### src/rtl/spc_stack.sv
// Subroutine PC stack: a registered top-of-stack over a DEPTH-entry memory, with
// push/pop/replace gated by state_fetch, a synchronous clear, and sticky overflow/underflow flags.
module spc_stack #(
    parameter int WIDTH      = 19,
    parameter int DEPTH_LOG2 = 5,
    parameter int WRAP       = 0
) (
    input  logic                  clk,
    input  logic                  reset_n,
    input  logic                  state_fetch,
    input  logic                  push,
    input  logic                  pop,
    input  logic                  clear,
    input  logic [WIDTH-1:0]      spcw,
    output logic [WIDTH-1:0]      spco,
    output logic [DEPTH_LOG2-1:0] spcptr,
    output logic [DEPTH_LOG2:0]   level,
    output logic                  empty,
    output logic                  full,
    output logic                  ovf,
    output logic                  unf
);

    localparam int unsigned           DEPTH     = 2 ** DEPTH_LOG2;
    localparam logic [DEPTH_LOG2:0]   LEVEL_MAX = (DEPTH_LOG2 + 1)'(DEPTH);
    localparam logic [DEPTH_LOG2:0]   LEVEL_ONE = (DEPTH_LOG2 + 1)'(1);
    localparam logic [DEPTH_LOG2-1:0] PTR_ONE   = (DEPTH_LOG2)'(1);
    localparam logic                  WRAPS     = (WRAP != 0);

    logic [WIDTH-1:0] mem [DEPTH];

    logic                  op_push;
    logic                  op_pop;
    logic                  op_repl;
    logic                  advance;
    logic                  retreat;
    logic                  overwrite;
    logic                  wr_en;
    logic [DEPTH_LOG2-1:0] wr_addr;
    logic [DEPTH_LOG2-1:0] ptr_next;
    logic [DEPTH_LOG2:0]   level_next;

    always_comb begin
        op_push   = state_fetch & push & ~pop;
        op_pop    = state_fetch & pop & ~push;
        op_repl   = state_fetch & push & pop;
        // Replace on an empty stack behaves as a plain push.
        advance   = (op_push & (~full | WRAPS)) | (op_repl & empty);
        retreat   = op_pop & (~empty | WRAPS);
        overwrite = op_repl & ~empty;
        wr_en     = ~clear & (advance | overwrite);
        wr_addr   = advance ? spcptr + PTR_ONE : spcptr;

        ptr_next   = spcptr;
        level_next = level;
        if (clear) begin
            ptr_next   = '0;
            level_next = '0;
        end else if (advance) begin
            ptr_next = spcptr + PTR_ONE;
            if (!full) level_next = level + LEVEL_ONE;
        end else if (retreat) begin
            ptr_next = spcptr - PTR_ONE;
            if (!empty) level_next = level - LEVEL_ONE;
        end
    end

    // Memory is deliberately left out of reset and clear.
    always_ff @(posedge clk) begin
        if (wr_en) mem[wr_addr] <= spcw;
    end

    always_ff @(posedge clk or negedge reset_n) begin
        if (!reset_n) begin
            spcptr <= '0;
            level  <= '0;
            empty  <= 1'b1;
            full   <= 1'b0;
            ovf    <= 1'b0;
            unf    <= 1'b0;
            spco   <= '0;
        end else begin
            spcptr <= ptr_next;
            level  <= level_next;
            empty  <= (level_next == '0);
            full   <= (level_next == LEVEL_MAX);
            ovf    <= clear ? 1'b0 : (ovf | (op_push & full));
            unf    <= clear ? 1'b0 : (unf | (op_pop & empty));
            // Reading the pre-edge pointer gives one-cycle latency; forcing zero on either
            // side of an empty transition keeps stale memory off spco while empty.
            spco   <= (empty || level_next == '0) ? '0 : mem[spcptr];
        end
    end

endmodule

### config.mk
export PLATFORM = sky130hd
export DESIGN_NAME = spc_stack
export DESIGN_NICKNAME = d
export VERILOG_FILES = /design/src/rtl/spc_stack.sv
export SDC_FILE = /design/constraint.sdc
export NUM_CORES = 1
export LEC_CHECK = 0
export CAP_MARGIN = 30
export CORE_AREA = 2 2 240 242
export DETAILED_ROUTE_END_ITERATION = 7
export DIE_AREA = 0 0 242 244
export PLACE_DENSITY = 0.66
export REMOVE_ABC_BUFFERS = 1
export SLEW_MARGIN = 20
export SYNTH_ARGS = -nofsm -noshare
export SYNTH_HDL_FRONTEND = slang
export SYNTH_SLANG_ARGS = --single-unit
### constraint.sdc
create_clock -name clk -period 3 [get_ports clk]
set_input_delay 0.75 -clock clk [delete_from_list [all_inputs] [get_ports clk]]
set_output_delay 0.75 -clock clk [all_outputs]
set_load 0.005 [all_outputs]
==> results of run 1 <==
## cells in the mapped netlist (all sizes together) (2+ instances only)
cell type	count	share of area
or3	2	0.00070
ha	4	0.0020
o21ai	20	0.0040
nor2b	5	0.0013
mux2i	87	0.035
inv	6	0.00090
a22oi	32	0.0096
a211oi	33	0.014
nor3	26	0.0060
and3	2	0.00055
xnor2	4	0.0014
nor4	4	0.0018
o21a	2	0.00060
a21oi	2	0.00040
a221oi	14	0.0049
o31ai	3	0.00090
mux4	110	0.099
nand2b	7	0.0017
nand4b	2	0.00070
and4	7	0.0024
o221ai	12	0.0042
edfxtp	608	0.73
nor2	54	0.0081
clkbuf	23	0.0034
dfrtp	33	0.033
o22ai	24	0.0060
buf	47	0.012
a32oi	2	0.00070
nand3	20	0.0040
nand2	16	0.0025
and2b	2	0.00060
a31oi	3	0.00075
mux2	3	0.0015
and2	16	0.0041
## registers in the layout, summed over array words and instances, names as in the netlist
| register | flops |
|---|---|
| empty | 1 |
| unf | 1 |
| level | 6 |
| ovf | 1 |
| spcptr | 5 |
| mem | 608 |
| full | 1 |
| spco | 19 |
## where the power goes
group | switching, uW | total, uW | internal [uW]
combinational | 1200 | 2080 | 882
sequential | 52.9 | 9950 | 9890
clock | 3260 | 8060 | 4800
total | 4520 | 20100 | 15600
## kinds of logic (layout without fill, tap and decap cells)
kind of cell    Yosys count  count (layout)  share of synthesized area
fa+ha+maj                 4               4                    0.00199
buf+inv                  76             330                     0.0164
simple gates            167             167                     0.0362
flops                   642             642                      0.761
mux                     200             200                      0.135
compound gates          152             152                     0.0475
xor+xnor                  5               5                    0.00174
## worst paths after layout
check | startpoint | depth (start not counted) | endpoint | slack [ns]
setup / recovery | spcptr[1] | 7 | spco[2] | 0.09
hold reg to reg | unf | 2 | unf | 0.51
setup reg to reg | spcptr[1] | 7 | spco[2] | 0.09
max in group asynchronous | reset_n | 1 | spcptr[0] | 2.10
min in group clk | unf | 2 | unf | 0.51
hold / removal | reset_n | 1 | level[0] | 0.27
## repair_timing
item                       in CTS  in global routing
hold buffers                    0                  0
setup endpoints to repair      40                191
cloned                          0                  0
hold endpoints to repair        0                  0
setup buffers                   1                  0
resized for setup               4                  9
## worst max-delay path: cells and delay by family (launching register included)
family | cells | cell delay (ns)
compound gates | 3 | 0.70
buf+inv | 2 | 0.54
mux | 1 | 0.33
simple gates | 1 | 0.65
flops | 1 | 0.55
## routing by layer
metal,vias to the layer above,routed length (um)
li1,5607,-
met1,6866,25900
met2,584,27100
met3,87,4960
met4,0,1750
met5,-,0
## layout make-up
class | count | area, um^2
Timing Repair Buffer | 206 | 2210
Fill cell | 4329 | 26000
Tap cell | 756 | 946
Inverter | 6 | 22.5
Clock buffer | 89 | 1860
Sequential cell | 642 | 19100
Clock inverter | 29 | 280
Multi-Input combinational cell | 528 | 5710
## per-stage QoR
stage          area (um^2)  setup TNS [ns]   util  total power (uW)  instances
5_1_grt              30200               0  0.537             20700       2256
2_1_floorplan        24700        -2840.01      -             11300       1176
4_1_cts              30100               0  0.536             20300       2254
3_3_place_gp         27900         -247.18  0.497             12200       2134
3_5_place_dp         27900         -263.77  0.497             12200       2135
6_report             30200               0  0.537             20100       2256
==> results.cfg, run 1 <==
[timing]
final.setup.worst_slack_ns = 0.0914
setup_viol_count_final = 0
maxClockFrequency_mhz = 344
slew_headroom = 0.416
hold_slack_ns = 0.270
fin_skew_ns = 0.0233
slew_violations = 0
post-route-period-util = 0.970
final_period_minus_worst_setup_slack_ns = 2.91
rsz_0062_raised_after_global_routing = no
max_slew.worst_pin.slew_ns = 0.873
hold_violations = 0

[worst_setup_path]
critPathMostFrequentCell = sky130_fd_sc_hd__buf_12
timing.setup.critical_path_class = reg2reg
worstSetupEndpointType = flop
worstSetupStartpointType = flop
critical_path_arrival_ns = 3.41
cpMaxStageDelayCell = sky130_fd_sc_hd__nor3_1
critical-path-max-stage-delay_ns = 0.65
path_max_fanout = 37
required_ns = 3.50
path_cells = buf_12 > buf_12 > mux4_2 > o22ai_1 > nor3_1 > o221ai_1 > a211oi_2

[power]
vdd_drop_max_v = 0.000419
p_per_area_nw_per_um2 = 666
cellLeakagePower_uw = 0.00946

[finish]
layout_net_count = 1479
final_common_cell = sky130_fd_sc_hd__edfxtp_1
area.growth.synth_to_final_pct = 20.1
layout_common_cells = 608 x sky130_fd_sc_hd__edfxtp_1, 110 x sky130_fd_sc_hd__mux4_2, 104 x sky130_fd_sc_hd__buf_4, 86 x sky130_fd_sc_hd__mux2i_1, 71 x sky130_fd_sc_hd__clkbuf_16
n_antenna_cell = 0
post_route_cells_drive_above_1_share = 0.288

[global_routing]
grt_pass1_wl_um = 87900
grt_antenna_before_repair = 3
routing_usage_on_met2 = 0.306
pin_count_of_the_biggest_net_entering_global_routing = 39
met3_usage = 0.0336
vias_in_the_first_global_route = 12900
grt_overflow_total = 0
grt_util_all_layers = 0.204
most_heavily_used_metal_layer_in_global_routing = met2
grtUsageMet1 = 0.304

[status]
outcome = completed

[yosys]
ys_seq_elements = 642
synth_enable_flop_cells = 608
yosys.cell_types.count = 61
yosys_most_used_dff = sky130_fd_sc_hd__edfxtp_1
syn_avg_cell_area_um2 = 20.1
synthCells = 1246
post_synthesis_cell_area_um2 = 25100
synth.yosys.warnings = 0
share_of_flip_flops_with_an_asynchronous_set_or_reset = 0.0530
synth_sequential_area_ratio = 0.761

[cts]
tritoncts = built
ctsLongestPathBuffers = 3
clock_tree.htree_level_count = 3
cts_num_sinks = 642
worst_setup_hold_path_clk_slew_ns = 0.06
clk-insertion-delay-late_ns = 0.60
cts_inserted_buffers = 66
cts_root_buffer = sky130_fd_sc_hd__clkbuf_16

[placement]
post-dp-hpwl_um = 38200
pre_cts_slack_ns = -0.758
port-buffer-count = 58
routabilityCongestion = 0.857

[floorplanning]
die_x_um = 242
die_h_um = 244
ioPinCount = 59
dieArea_um2 = 59000
initial_utilization = 0.447
floorplan.core_area_um2 = 56200
num_rows = 87

[hold_path]
worst_hold_path_type = in2async

[drt]
antenna_left = 0
drt_pre_antenna_iters = 5
vias = 13100
drtIter0Drc = 1621
average_routed_wire_per_standard_cell_um = 26.4
drcViolationCount = 0
vias_per_cell = 5.83
drt-total-wl_um = 59600

[flow_run]
maxCapViolCount = 0
(Power assumes the default switching activity.)
==> run 2: changes to the inputs <==
- CTS_BUF_LIST: default -> sky130_fd_sc_hd__clkbuf_16
==> results.cfg, run 2 (synthesized netlist as in run 1, its figures left out) <==
[timing]
slew_headroom = 0.409
final_period_minus_worst_setup_slack_ns = 2.98
max_slew.worst_pin.slew_ns = 0.879
final.setup.worst_slack_ns = 0.0193
hold_violations = 0
maxClockFrequency_mhz = 335
setup_viol_count_final = 0
rsz_0062_raised_after_global_routing = no
fin_skew_ns = 0.0230
slew_violations = 0
post-route-period-util = 0.994
fin_tns_setup_ns = 0

[floorplanning]
num_rows = 87
initial_utilization = 0.447
ioPinCount = 59
dieArea_um2 = 59000
floorplan.core_area_um2 = 56200
die_x_um = 242
die_h_um = 244

[cts]
cts_inserted_buffers = 66
worst_setup_hold_path_clk_slew_ns = 0.06
cts_num_sinks = 642
clk-insertion-delay-late_ns = 0.60
clock_tree.htree_level_count = 3
tritoncts = built
ctsLongestPathBuffers = 3
cts_root_buffer = sky130_fd_sc_hd__clkbuf_16

[worst_setup_path]
worstSetupStartpointType = flop
r2r_setup_slack_ns = 0.02
critical-path-max-stage-delay_ns = 0.75
worst_r2r_path_depth = 7
r2r_start = spcptr[1]
critical_path_arrival_ns = 3.48
path_cells = buf_12 > buf_12 > mux4_2 > o22ai_1 > nor3_1 > o221ai_1 > a211oi_2
critical-path-top-delay-family = simple AND/OR/NAND/NOR gates
worst_reg2reg_endpoint = spco[17]
cpMaxStageDelayCell = sky130_fd_sc_hd__nor3_1
required_ns = 3.50
worstSetupEndpointType = flop
critical_path.n_buffers_inverters = 2
path_max_fanout = 37
critPathMostFrequentCell = sky130_fd_sc_hd__buf_12
timing.setup.critical_path_class = reg2reg

[global_routing]
grt_pass1_wl_um = 87800
grt_util_all_layers = 0.204
pin_count_of_the_biggest_net_entering_global_routing = 39
grt_antenna_before_repair = 3
grt_overflow_total = 0
vias_in_the_first_global_route = 12900

[finish]
top_regs = mem: 608 flops, spco: 19 flops, level: 6 flops
largest_reg_flops = 608
layout_net_count = 1479
multi_input_area_um2 = 5710
area.growth.synth_to_final_pct = 20.0
final_common_cell = sky130_fd_sc_hd__edfxtp_1
nFillCells = 4330
n_antenna_cell = 0
layout_common_cells = 608 x sky130_fd_sc_hd__edfxtp_1, 110 x sky130_fd_sc_hd__mux4_2, 104 x sky130_fd_sc_hd__buf_4, 86 x sky130_fd_sc_hd__mux2i_1, 71 x sky130_fd_sc_hd__clkbuf_16
final-seq-area_um2 = 19100
post_route_cells_drive_above_1_share = 0.287
registers.top_by_ff_count = mem

[drt]
vias_per_cell = 5.81
drtIter0Drc = 1607
average_routed_wire_per_standard_cell_um = 26.5
drcViolationCount = 0
drt-total-wl_um = 59800
antenna_left = 0
drt_pre_antenna_iters = 5
vias = 13100

[placement]
routabilityCongestion = 0.857
pre_cts_slack_ns = -0.758
port-buffer-count = 58
post-dp-hpwl_um = 38200

[status]
outcome = completed

[flow_run]
maxCapViolCount = 0

[power]
cellLeakagePower_uw = 0.00952
p_per_area_nw_per_um2 = 664
p_total_uw = 20000
vdd_drop_max_v = 0.000419

[hold_path]
worst_hold_path_type = in2async
==> run 2: cell types whose count changed in the layout (fill, tap and decap cells not counted), sizes merged <==
cell    change
clkbuf     -18
clkinv      +2
inv        +16
==> run 2: final cells by class <==
class / count / share of cell area
flip-flops and latches: 642 / 0.635
inverters: 6 / 0.000747
clock inverters: 47 / 0.0115
well taps: 756 / 0.0314
multi-input cells: 528 / 0.189
repair buffers: 206 / 0.0733
clock buffers: 71 / 0.0590
==> run 2: per-stage QoR <==
stage | cells | utilization | cell area [um^2] | hold slack, ns
floorplan | 1176 | - | 24700 | 0.454
global placement | 2134 | 0.497 | 27900 | 0.490
detailed placement | 2135 | 0.497 | 27900 | 0.505
CTS | 2254 | 0.536 | 30100 | 0.265
global route | 2256 | 0.536 | 30100 | 0.324
finish | 2256 | 0.536 | 30100 | 0.269
==> run 2: layer usage <==
| layer | global-route usage | wire length (um) | vias up |
|---|---|---|---|
| li1 | - | - | 5608 |
| met4 | 0.0759 | 1750 | 0 |
| met1 | 0.304 | 25900 | 6829 |
| met2 | 0.306 | 27300 | 573 |
| met5 | 0 | 0 | - |
| met3 | 0.0336 | 4880 | 87 |
==> run 2: worst reg2reg max path, stage by stage, from the launching register on <==
cell	delay, ns
sky130_fd_sc_hd__dfrtp_4	0.55
sky130_fd_sc_hd__buf_12	0.26
sky130_fd_sc_hd__buf_12	0.31
sky130_fd_sc_hd__mux4_2	0.30
sky130_fd_sc_hd__o22ai_1	0.12
sky130_fd_sc_hd__nor3_1	0.75
sky130_fd_sc_hd__o221ai_1	0.34
sky130_fd_sc_hd__a211oi_2	0.26
==> run 2: what timing repair did <==
| item | 4_1_cts | 5_1_grt |
|---|---|---|
| gates resized for setup | 4 | 9 |
| setup endpoints to repair | 40 | 191 |
| endpoints found under the hold margin | 0 | 0 |
| setup buffers | 1 | 0 |
| gates cloned | 0 | 0 |
| hold buffers | 0 | 0 |
==> run 2: power by group <==
| group | internal [uW] | leakage (uW) | total [uW] | switching (uW) |
|---|---|---|---|---|
| clock network | 4690 | 0.00110 | 7950 | 3260 |
| logic | 882 | 0.00249 | 2090 | 1210 |
| registers | 9890 | 0.00592 | 9950 | 53.3 |
| total | 15500 | 0.00952 | 20000 | 4520 |
==> run 2: how the worst max path moves through the flow <==
stage | startpoint | endpoint | slack [ns] | cells past startpoint
after floorplan | spcptr[1] | mem[12][0] | -4.88 | 6
after global placement | pop | mem[7][2] | -0.73 | 7
after detailed placement | pop | mem[7][17] | -0.76 | 7
after CTS | spcptr[1] | spcptr[1] | 0.009 | 2
after global routing | pop | mem[1][4] | 0.007 | 10
final | spcptr[1] | spco[17] | 0.02 | 7
